===== config.mk =====
export PLATFORM = sky130hd
export DESIGN_NAME = uart_tx_fifo_flat
export DESIGN_NICKNAME = d
export VERILOG_FILES = /design/src/rtl/uart_tx_fifo_if.sv /design/src/rtl/uart_tx_fifo.sv /design/src/flat_wrapper.sv
export SDC_FILE = /design/constraint.sdc
export NUM_CORES = 1
export LEC_CHECK = 0
export CAP_MARGIN = 10
export CORE_UTILIZATION = 55
export DETAILED_ROUTE_END_ITERATION = 6
export GPL_TIMING_DRIVEN = 0
export PLACE_DENSITY_LB_ADDON = 0.15
export SYNTH_ARGS = -nofsm -noshare
export SYNTH_HDL_FRONTEND = slang
export SYNTH_SLANG_ARGS = --single-unit

===== constraint.sdc =====
create_clock -name clk -period 6.8 [get_ports clk]
set_input_delay 1.36 -clock clk [delete_from_list [all_inputs] [get_ports clk]]
set_output_delay 1.36 -clock clk [all_outputs]
set_load 0.01 [all_outputs]

===== src/rtl/uart_tx_fifo_if.sv =====
// ---------------------------------------------------------------------------
// uart_tx_fifo_if
//   Bundles the push side (CPU/bus), the pop side (UART TX FSM) and the
//   status/error signals of the UART transmit byte FIFO.
//
//   Parameters:
//     DW  data width in bits
//     AW  log2(FIFO depth); occupancy is AW+1 bits wide
//
//   Signals (direction as seen by the FIFO, modport slave):
//     flush_i        in   synchronous clear of contents
//     wr_en_i        in   push request
//     wr_data_i      in   push data
//     full_o         out  level == DEPTH
//     almost_full_o  out  level >= almost-full threshold
//     rd_en_i        in   pop request from the TX FSM
//     rd_data_o      out  popped byte, registered and held
//     empty_o        out  level == 0
//     level_o        out  current occupancy, 0..DEPTH
//     overflow_o     out  sticky: push attempted while full
//     underflow_o    out  sticky: pop attempted while empty
//     err_clr_i      in   clears the sticky error flags
//
//   Modports:
//     master  the user side (CPU/bus pusher plus TX FSM popper)
//     slave   the FIFO itself
// ---------------------------------------------------------------------------
interface uart_tx_fifo_if #(
  parameter int DW = 8,
  parameter int AW = 4
);
  logic          flush_i;
  logic          wr_en_i;
  logic [DW-1:0] wr_data_i;
  logic          full_o;
  logic          almost_full_o;
  logic          rd_en_i;
  logic [DW-1:0] rd_data_o;
  logic          empty_o;
  logic [AW:0]   level_o;
  logic          overflow_o;
  logic          underflow_o;
  logic          err_clr_i;

  modport master (
    output flush_i, wr_en_i, wr_data_i, rd_en_i, err_clr_i,
    input  full_o, almost_full_o, rd_data_o, empty_o, level_o,
           overflow_o, underflow_o
  );

  modport slave (
    input  flush_i, wr_en_i, wr_data_i, rd_en_i, err_clr_i,
    output full_o, almost_full_o, rd_data_o, empty_o, level_o,
           overflow_o, underflow_o
  );
endinterface


===== src/rtl/uart_tx_fifo.sv =====
// ---------------------------------------------------------------------------
// uart_tx_fifo
//   Byte FIFO between the CPU/bus and the UART transmit state machine.
//   The bus pushes bytes; the TX FSM pops one byte per frame. Popped data is
//   registered and held until the next accepted pop so the FSM can sample it
//   for a whole frame. No fall-through and no pass-through: a push into an
//   empty FIFO is only visible to a pop on a later cycle.
//
//   Ports:
//     clk   single clock, rising edge
//     rst   asynchronous reset, active-high
//     bus   uart_tx_fifo_if.slave (push/pop handshake, status, error flags)
//
//   Parameters:
//     DW        data width
//     DEPTH     entries, power of two, >= 4
//     AW        log2(DEPTH); pointers carry one extra wrap bit
//     AF_LEVEL  almost_full_o threshold, 1..DEPTH-1
//
//   Configuration macro:
//     UART_TX_FIFO_ERR_EN  when defined, overflow_o/underflow_o are sticky
//                          error flags cleared by err_clr_i (set wins over
//                          clear). When undefined they are tied low and
//                          err_clr_i is ignored.
// ---------------------------------------------------------------------------
module uart_tx_fifo #(
  parameter int DW       = 8,
  parameter int DEPTH    = 16,
  parameter int AW       = 4,
  parameter int AF_LEVEL = 12
) (
  input  logic             clk,
  input  logic             rst,
  uart_tx_fifo_if.slave    bus
);

  localparam logic [AW:0] PTR_ONE = (AW+1)'(1);
  localparam logic [AW:0] AF_THR  = (AW+1)'(AF_LEVEL);

  logic [DW-1:0] mem [DEPTH];
  logic [AW:0]   wr_ptr;
  logic [AW:0]   rd_ptr;
  logic [AW:0]   level;
  logic [AW-1:0] wr_idx;
  logic [AW-1:0] rd_idx;
  logic          empty;
  logic          full;
  logic          push_ok;
  logic          pop_ok;
  logic [DW-1:0] rd_data;

  assign wr_idx = wr_ptr[AW-1:0];
  assign rd_idx = rd_ptr[AW-1:0];

  // Status comes only from registered pointers, so wr_en_i/rd_en_i never
  // reach an output combinationally.
  assign empty = (wr_ptr == rd_ptr);
  assign full  = (wr_idx == rd_idx) && (wr_ptr[AW] != rd_ptr[AW]);
  assign level = wr_ptr - rd_ptr;

  // Acceptance uses the pre-edge state: full+push+pop drops the push,
  // empty+push+pop ignores the pop.
  assign push_ok = bus.wr_en_i && !full;
  assign pop_ok  = bus.rd_en_i && !empty;

  // NOTE: sequential state uses non-blocking assignments so every register
  // samples pre-edge values, independent of statement order.
  always_ff @(posedge clk or posedge rst) begin
    if (rst) begin
      wr_ptr <= '0;
      rd_ptr <= '0;
    end else if (bus.flush_i) begin
      wr_ptr <= '0;
      rd_ptr <= '0;
    end else begin
      if (push_ok) wr_ptr <= wr_ptr + PTR_ONE;
      if (pop_ok)  rd_ptr <= rd_ptr + PTR_ONE;
    end
  end

  // NOTE: the storage array has no reset; contents are meaningless until
  // written and resetting it would turn a RAM into a flop bank.
  always_ff @(posedge clk) begin
    if (push_ok && !bus.flush_i) mem[wr_idx] <= bus.wr_data_i;
  end

  always_ff @(posedge clk or posedge rst) begin
    if (rst) begin
      rd_data <= '0;
    end else if (pop_ok && !bus.flush_i) begin
      rd_data <= mem[rd_idx];
    end
  end

  assign bus.rd_data_o     = rd_data;
  assign bus.empty_o       = empty;
  assign bus.full_o        = full;
  assign bus.level_o       = level;
  assign bus.almost_full_o = (level >= AF_THR);

`ifdef UART_TX_FIFO_ERR_EN
  logic overflow;
  logic underflow;

  // Error flags ignore flush. The later set overrides the clear so an error
  // arriving in the clear cycle is not lost.
  always_ff @(posedge clk or posedge rst) begin
    if (rst) begin
      overflow  <= 1'b0;
      underflow <= 1'b0;
    end else begin
      if (bus.err_clr_i) begin
        overflow  <= 1'b0;
        underflow <= 1'b0;
      end
      if (bus.wr_en_i && full)  overflow  <= 1'b1;
      if (bus.rd_en_i && empty) underflow <= 1'b1;
    end
  end

  assign bus.overflow_o  = overflow;
  assign bus.underflow_o = underflow;
`else
  assign bus.overflow_o  = 1'b0;
  assign bus.underflow_o = 1'b0;
`endif

endmodule

===== src/flat_wrapper.sv =====
// flat-port wrapper written by rule: the top's interface ports become plain ports
module uart_tx_fifo_flat 
#(
  parameter int DW       = 8,
  parameter int DEPTH    = 16,
  parameter int AW       = 4,
  parameter int AF_LEVEL = 12
)
  (clk, rst, bus_flush_i, bus_wr_en_i, bus_wr_data_i, bus_rd_en_i, bus_err_clr_i, bus_full_o, bus_almost_full_o, bus_rd_data_o, bus_empty_o, bus_level_o, bus_overflow_o, bus_underflow_o);
  uart_tx_fifo_if #(.DW(DW), .AW(AW)) bus_i ();
  input  logic clk;
  input  logic rst;
  input wire logic [$bits(bus_i.flush_i)-1:0] bus_flush_i;
  input wire logic [$bits(bus_i.wr_en_i)-1:0] bus_wr_en_i;
  input wire logic [$bits(bus_i.wr_data_i)-1:0] bus_wr_data_i;
  input wire logic [$bits(bus_i.rd_en_i)-1:0] bus_rd_en_i;
  input wire logic [$bits(bus_i.err_clr_i)-1:0] bus_err_clr_i;
  output wire logic [$bits(bus_i.full_o)-1:0] bus_full_o;
  output wire logic [$bits(bus_i.almost_full_o)-1:0] bus_almost_full_o;
  output wire logic [$bits(bus_i.rd_data_o)-1:0] bus_rd_data_o;
  output wire logic [$bits(bus_i.empty_o)-1:0] bus_empty_o;
  output wire logic [$bits(bus_i.level_o)-1:0] bus_level_o;
  output wire logic [$bits(bus_i.overflow_o)-1:0] bus_overflow_o;
  output wire logic [$bits(bus_i.underflow_o)-1:0] bus_underflow_o;
  assign bus_i.flush_i = bus_flush_i;
  assign bus_i.wr_en_i = bus_wr_en_i;
  assign bus_i.wr_data_i = bus_wr_data_i;
  assign bus_i.rd_en_i = bus_rd_en_i;
  assign bus_i.err_clr_i = bus_err_clr_i;
  assign bus_full_o = bus_i.full_o;
  assign bus_almost_full_o = bus_i.almost_full_o;
  assign bus_rd_data_o = bus_i.rd_data_o;
  assign bus_empty_o = bus_i.empty_o;
  assign bus_level_o = bus_i.level_o;
  assign bus_overflow_o = bus_i.overflow_o;
  assign bus_underflow_o = bus_i.underflow_o;
  uart_tx_fifo #(.DW(DW), .DEPTH(DEPTH), .AW(AW), .AF_LEVEL(AF_LEVEL)) u_core (.clk(clk), .rst(rst), .bus(bus_i));
endmodule

# Yosys cells after proc, flatten, opt, wreduce, memory -nomap -nowiden
# Memory sizes are Yosys's and may differ from the RTL's. A register that Yosys moved wholly into a read port is not among the register bits.
# Index checks and enable logic that the tools add are counted.
classes:
  n_addsub: 3
  reduce_logical: 10
  n_lt_le_gt_ge: 1
  eq_ne: 3
  mux: 6
ops:
  columns: ["op", "n"]
  rows:
  - ["5-bit two-way mux", 4]
  - ["5-bit by 1-bit adder with 5-bit output, second input constant", 2]
  - ["5-bit == test", 1]
  - ["5-bit by 4-bit greater-or-equal comparator with 1-bit output, second input constant", 1]
  - ["1-bit logical AND", 5]
  - ["5-bit subtractor", 1]
  - ["4-bit == test", 1]
  - ["2-bit nonzero test", 2]
  - ["1-bit logical NOT", 3]
  - ["1-bit two-way mux", 2]
  - ["1-bit inequality test", 1]
totals:
  ram_bits: 128
  output_inout_bits: 18
  memories: 1
  inputBits: 14
  ff_bits: 10
memory_table:
  columns: ["name", "words", "word_bits", "read_ports", "rd_clocked_by_memory_dff", "wr", "line_no", "text"]
  rows:
  - ["u_core.mem", 16, 8, 1, 1, 1, "uart_tx_fifo.sv:40", "logic [DW-1:0] mem [DEPTH];"]

# Longest topological paths before layout
depth:
  depth_word: 7
  mapped_depth: 9
  depth_no_buf: 7

# Worst setup path after synthesis
# OpenSTA, ideal clock, no wires.
synth_timing:
  path_kind: "flip-flop to output port"
  startpoint: "register u_core.rd_ptr[1]"
  endpoint: "output bus_almost_full_o"
  arrival_ps: 1890
  path_slack_ps: 3550
  path_stages_with_launch: 8
  path_buffers: 1
  cell_sequence: "dfrtp_1 -> clkbuf_1 -> inv_1 -> ha_1 -> nor2b_1 -> o21ai_0 -> a21boi_0 -> o32ai_1"
synth_between:
  elab_chain_cells: 2
synth_rtl:
  columns: ["element", "line_no", "text"]
  rows:
  - ["start: declaration", "uart_tx_fifo.sv:42", "logic [AW:0] rd_ptr;"]
  - ["start signal: assignment", "uart_tx_fifo.sv:77", "if (pop_ok) rd_ptr <= rd_ptr + PTR_ONE;"]
  - ["5-bit subtractor", "uart_tx_fifo.sv:59", "assign level = wr_ptr - rd_ptr;"]
  - ["5-bit by 4-bit greater-or-equal comparator with 1-bit output", "uart_tx_fifo.sv:99", "assign bus.almost_full_o = (level >= AF_THR);"]
  - ["end: declaration", "flat_wrapper.sv:19", "output wire logic [$bits(bus_i.almost_full_o)-1:0] bus_almost_full_o;"]
# No other way between the ends.

# Final worst setup path
# Same ends and word-level chain as after synthesis.

==> impl_metrics.py <==
metrics = {
    "status": {
        "status": "finished clean",
    },
    "worst_hold_path": {
        "hp-start": "u_core.bus.rd_data_o[4]",
        "min-delay-path-class": "register to register",
        "whs_endpoint": "u_core.bus.rd_data_o[4]",
        "hold_depth": 2,
    },
    "grt": {
        "grt_pass1_wl_mm": 19.3,
        "met3_usage": 0.0614,
        "use_met1": 0.335,
        "gr-max-usage-layer": "met2",
        "grt_overflow": 0,
        "grt_pass1_vias": 3328,
        "use_met2": 0.380,
        "grt_antenna_before_repair": 0,
        "grt_usage": 0.244,
        "grt_max_degree": 19,
    },
    "synth": {
        "synth-main-ff-cell": "edfxtp_1",
        "synth_edf_count": 128,
        "ys_ff_latch": 146,
        "ys_types": 42,
        "synth_warnings": 0,
        "ys_seq_area_frac": 0.710,
        "syn_area_per_cell_um2": 15.8,
        "syn_area_um2": 6050,
        "synthCells": 382,
        "synthArstFlopShare": 0.123,
    },
    "sta": {
        "finalHoldViolCount": 0,
        "clock_skew_ns": 0.0107,
        "timing.final.ws_setup_ns": 2.15,
        "period_needed_ns": 4.65,
        "fin_hold_ws_ns": 0.560,
        "worst_pin_slew_ns": 0.832,
        "maxSlewViolCount": 0,
        "rsz0062_at_grt": "no",
        "setup_viol": 0,
        "period_share": 0.684,
        "max_slew_margin": 0.444,
        "fmax_ghz": 0.215,
        "fin_tns_setup_ns": 0,
    },
    "clocking": {
        "path_clk_slew_ns": 0.06,
        "cts_tree": "done",
        "cts_made_buffers": 17,
        "cts_max_level": 4,
        "clock_path_buffers": 2,
        "worstSkewPairLatency_ns": 0.52,
        "cts_sinks": 146,
        "post_cts_buffers": 0,
        "postCtsHoldBufs": 0,
        "ctsResizeCount": 0,
        "clock-root-buffer": "clkbuf_8",
    },
    "finish": {
        "seqCellArea_um2": 4290,
        "nNetsFinal": 458,
        "num-fill-cells": 736,
        "multi_input_area_um2": 1580,
        "layout_common_cells": "128 x edfxtp_1, 50 x mux2i_1, 40 x nor2_1, 28 x clkdlybuf4s50_1, 18 x dfrtp_1",
        "layout_commonest_cell": "edfxtp_1",
        "drive_gt1_frac": 0.125,
        "stdcell_area_um2": 7080,
        "area_growth_pct": 16.9,
        "antenna_cells": 0,
    },
    "setup_path": {
        "cp_data_required_time_ns": 5.44,
        "r2r_slack_ns": 3.06,
        "critPathLaunchType": "register",
        "path_max_fanout": 9,
        "reg2reg_depth": 9,
        "critical_path_arrival_ns": 3.29,
        "slowest_stage": "clkdlybuf4s50_1",
        "cp-end-kind": "output port",
        "worstReg2RegEnd": "u_core.mem[1][0]",
        "regToRegStartpoint": "u_core.rd_ptr[2]",
        "critical_path_class": "register to output port",
        "cpPeakStageDelay_ns": 0.58,
        "cp_cell_sequence": "clkbuf_1 -> inv_1 -> ha_1 -> nor2b_1 -> o21ai_0 -> a21boi_0 -> o32ai_1 -> clkdlybuf4s50_1",
    },
    "detailed_routing": {
        "dr.first_iter.drc_count": 315,
        "first_pass_iters": 6,
        "via_per_inst": 5.93,
        "dr_total_vias": 3457,
        "drt_wl_total_mm": 12.8,
        "wl_per_cell_um": 22.0,
        "drc": 0,
        "ant_nets": 0,
    },
    "placement": {
        "gp_congestion": 0.861,
        "numPortBuffers": 28,
        "post_dp_cell_area_um2": 6500,
        "dp_hpwl_mm": 8.19,
        "dp_slack_ns": 2.71,
    },
    "die": {
        "row_count": 37,
        "core_um2": 10500,
        "initial_utilization": 0.576,
        "num_io_pins": 32,
        "die_height_um": 107,
        "fp.dieW_um": 107,
        "fp.dieArea_um2": 11400,
    },
    "power": {
        "leakage_nw": 2.37,
        "cellPowerDensity_nw_per_um2": 322,
        "max-vdd-ir-drop_mv": 0.195,
    },
    "job": {
        "maxCapViolCount": 0,
    },
}
-- stage by stage --
stage          power (mW)  cells   util
2_1_floorplan        1.29    383      -
5_1_grt              2.36    583  0.673
6_report             2.28    583  0.673
3_3_place_gp         1.44    547  0.619
4_1_cts              2.29    579  0.671
3_5_place_dp         1.45    547  0.619
-- worst max path at each step --
stage | start | end | slack (ns) | cells after the start
after floorplan | u_core.rd_ptr[1] | bus_almost_full_o | 3.55 | 7
after global placement | u_core.rd_ptr[1] | bus_almost_full_o | 2.77 | 8
after detailed placement | bus_wr_en_i | u_core.mem[1][3] | 2.71 | 5
after CTS | u_core.rd_ptr[1] | bus_almost_full_o | 2.16 | 8
after global routing | u_core.rd_ptr[1] | bus_almost_full_o | 1.93 | 8
final | u_core.rd_ptr[1] | bus_almost_full_o | 2.15 | 8
-- per-layer routing --
layer / vias to the layer above / part of all wire
met5: - / 0
met4: 0 / 0.019
met3: 17 / 0.066
met2: 133 / 0.49
met1: 1729 / 0.43
li1: 1578 / -
-- cell usage after synthesis, drive strengths merged, types with 6 or more instances --
| master | instances | area [µm²] |
|---|---|---|
| edfxtp | 128 | 3840 |
| mux2i | 50 | 500 |
| nor2 | 40 | 150 |
| dfrtp | 18 | 450 |
| o22ai | 16 | 100 |
| o21ai | 15 | 75.1 |
| inv | 13 | 48.8 |
| buf | 12 | 97.6 |
| ha | 9 | 113 |
| a221oi | 8 | 70.1 |
| a31oi | 8 | 50.1 |
| clkbuf | 8 | 31.3 |
| mux4 | 8 | 180 |
| nand2 | 6 | 22.5 |
-- kinds of logic after synthesis --
family / share of synthesized area
flip-flops: 0.710
AND/OR/NAND/NOR: 0.0513
AO/OA/AOI/OAI: 0.0618
multiplexers: 0.112
buffers and inverters: 0.0294
adder cells (fa/ha/maj): 0.0219
XOR/XNOR: 0.0128
other: 0.000620
-- registers in the layout, summed over array words and instances (netlist names) --
name,cells
u_core.rd_ptr,5
u_core.wr_ptr,5
u_core.bus.rd_data_o,8
u_core.mem,128
-- report_power, final --
group	leakage, nW	internal (mW)	switching, mW	total, mW
sequential	1.38	1.01	0.0242	1.03
combinational	0.728	0.198	0.201	0.399
clock	0.259	0.497	0.351	0.847
total	2.37	1.70	0.576	2.28
-- area by class of cell --
cell class / count / share of cell area
Buffer: 20 / 0.0182
Clock inverter: 11 / 0.0150
Timing Repair Buffer: 32 / 0.0431
Multi-Input combinational cell: 204 / 0.224
Inverter: 13 / 0.00690
Clock buffer: 21 / 0.0621
Sequential cell: 146 / 0.607
Tap cell: 136 / 0.0240
-- worst max-delay path: cells and delay by family, from the launching register on --
family                     cells  cell delay [ns]
and+or+nand+nor                1             0.13
adders and majority gates      1             0.38
buffers and inverters          3             1.20
AOI/OAI and AO/OA              3             0.65
DFF                            1             0.41
No activity file was read; power rests on OpenSTA's default activity.
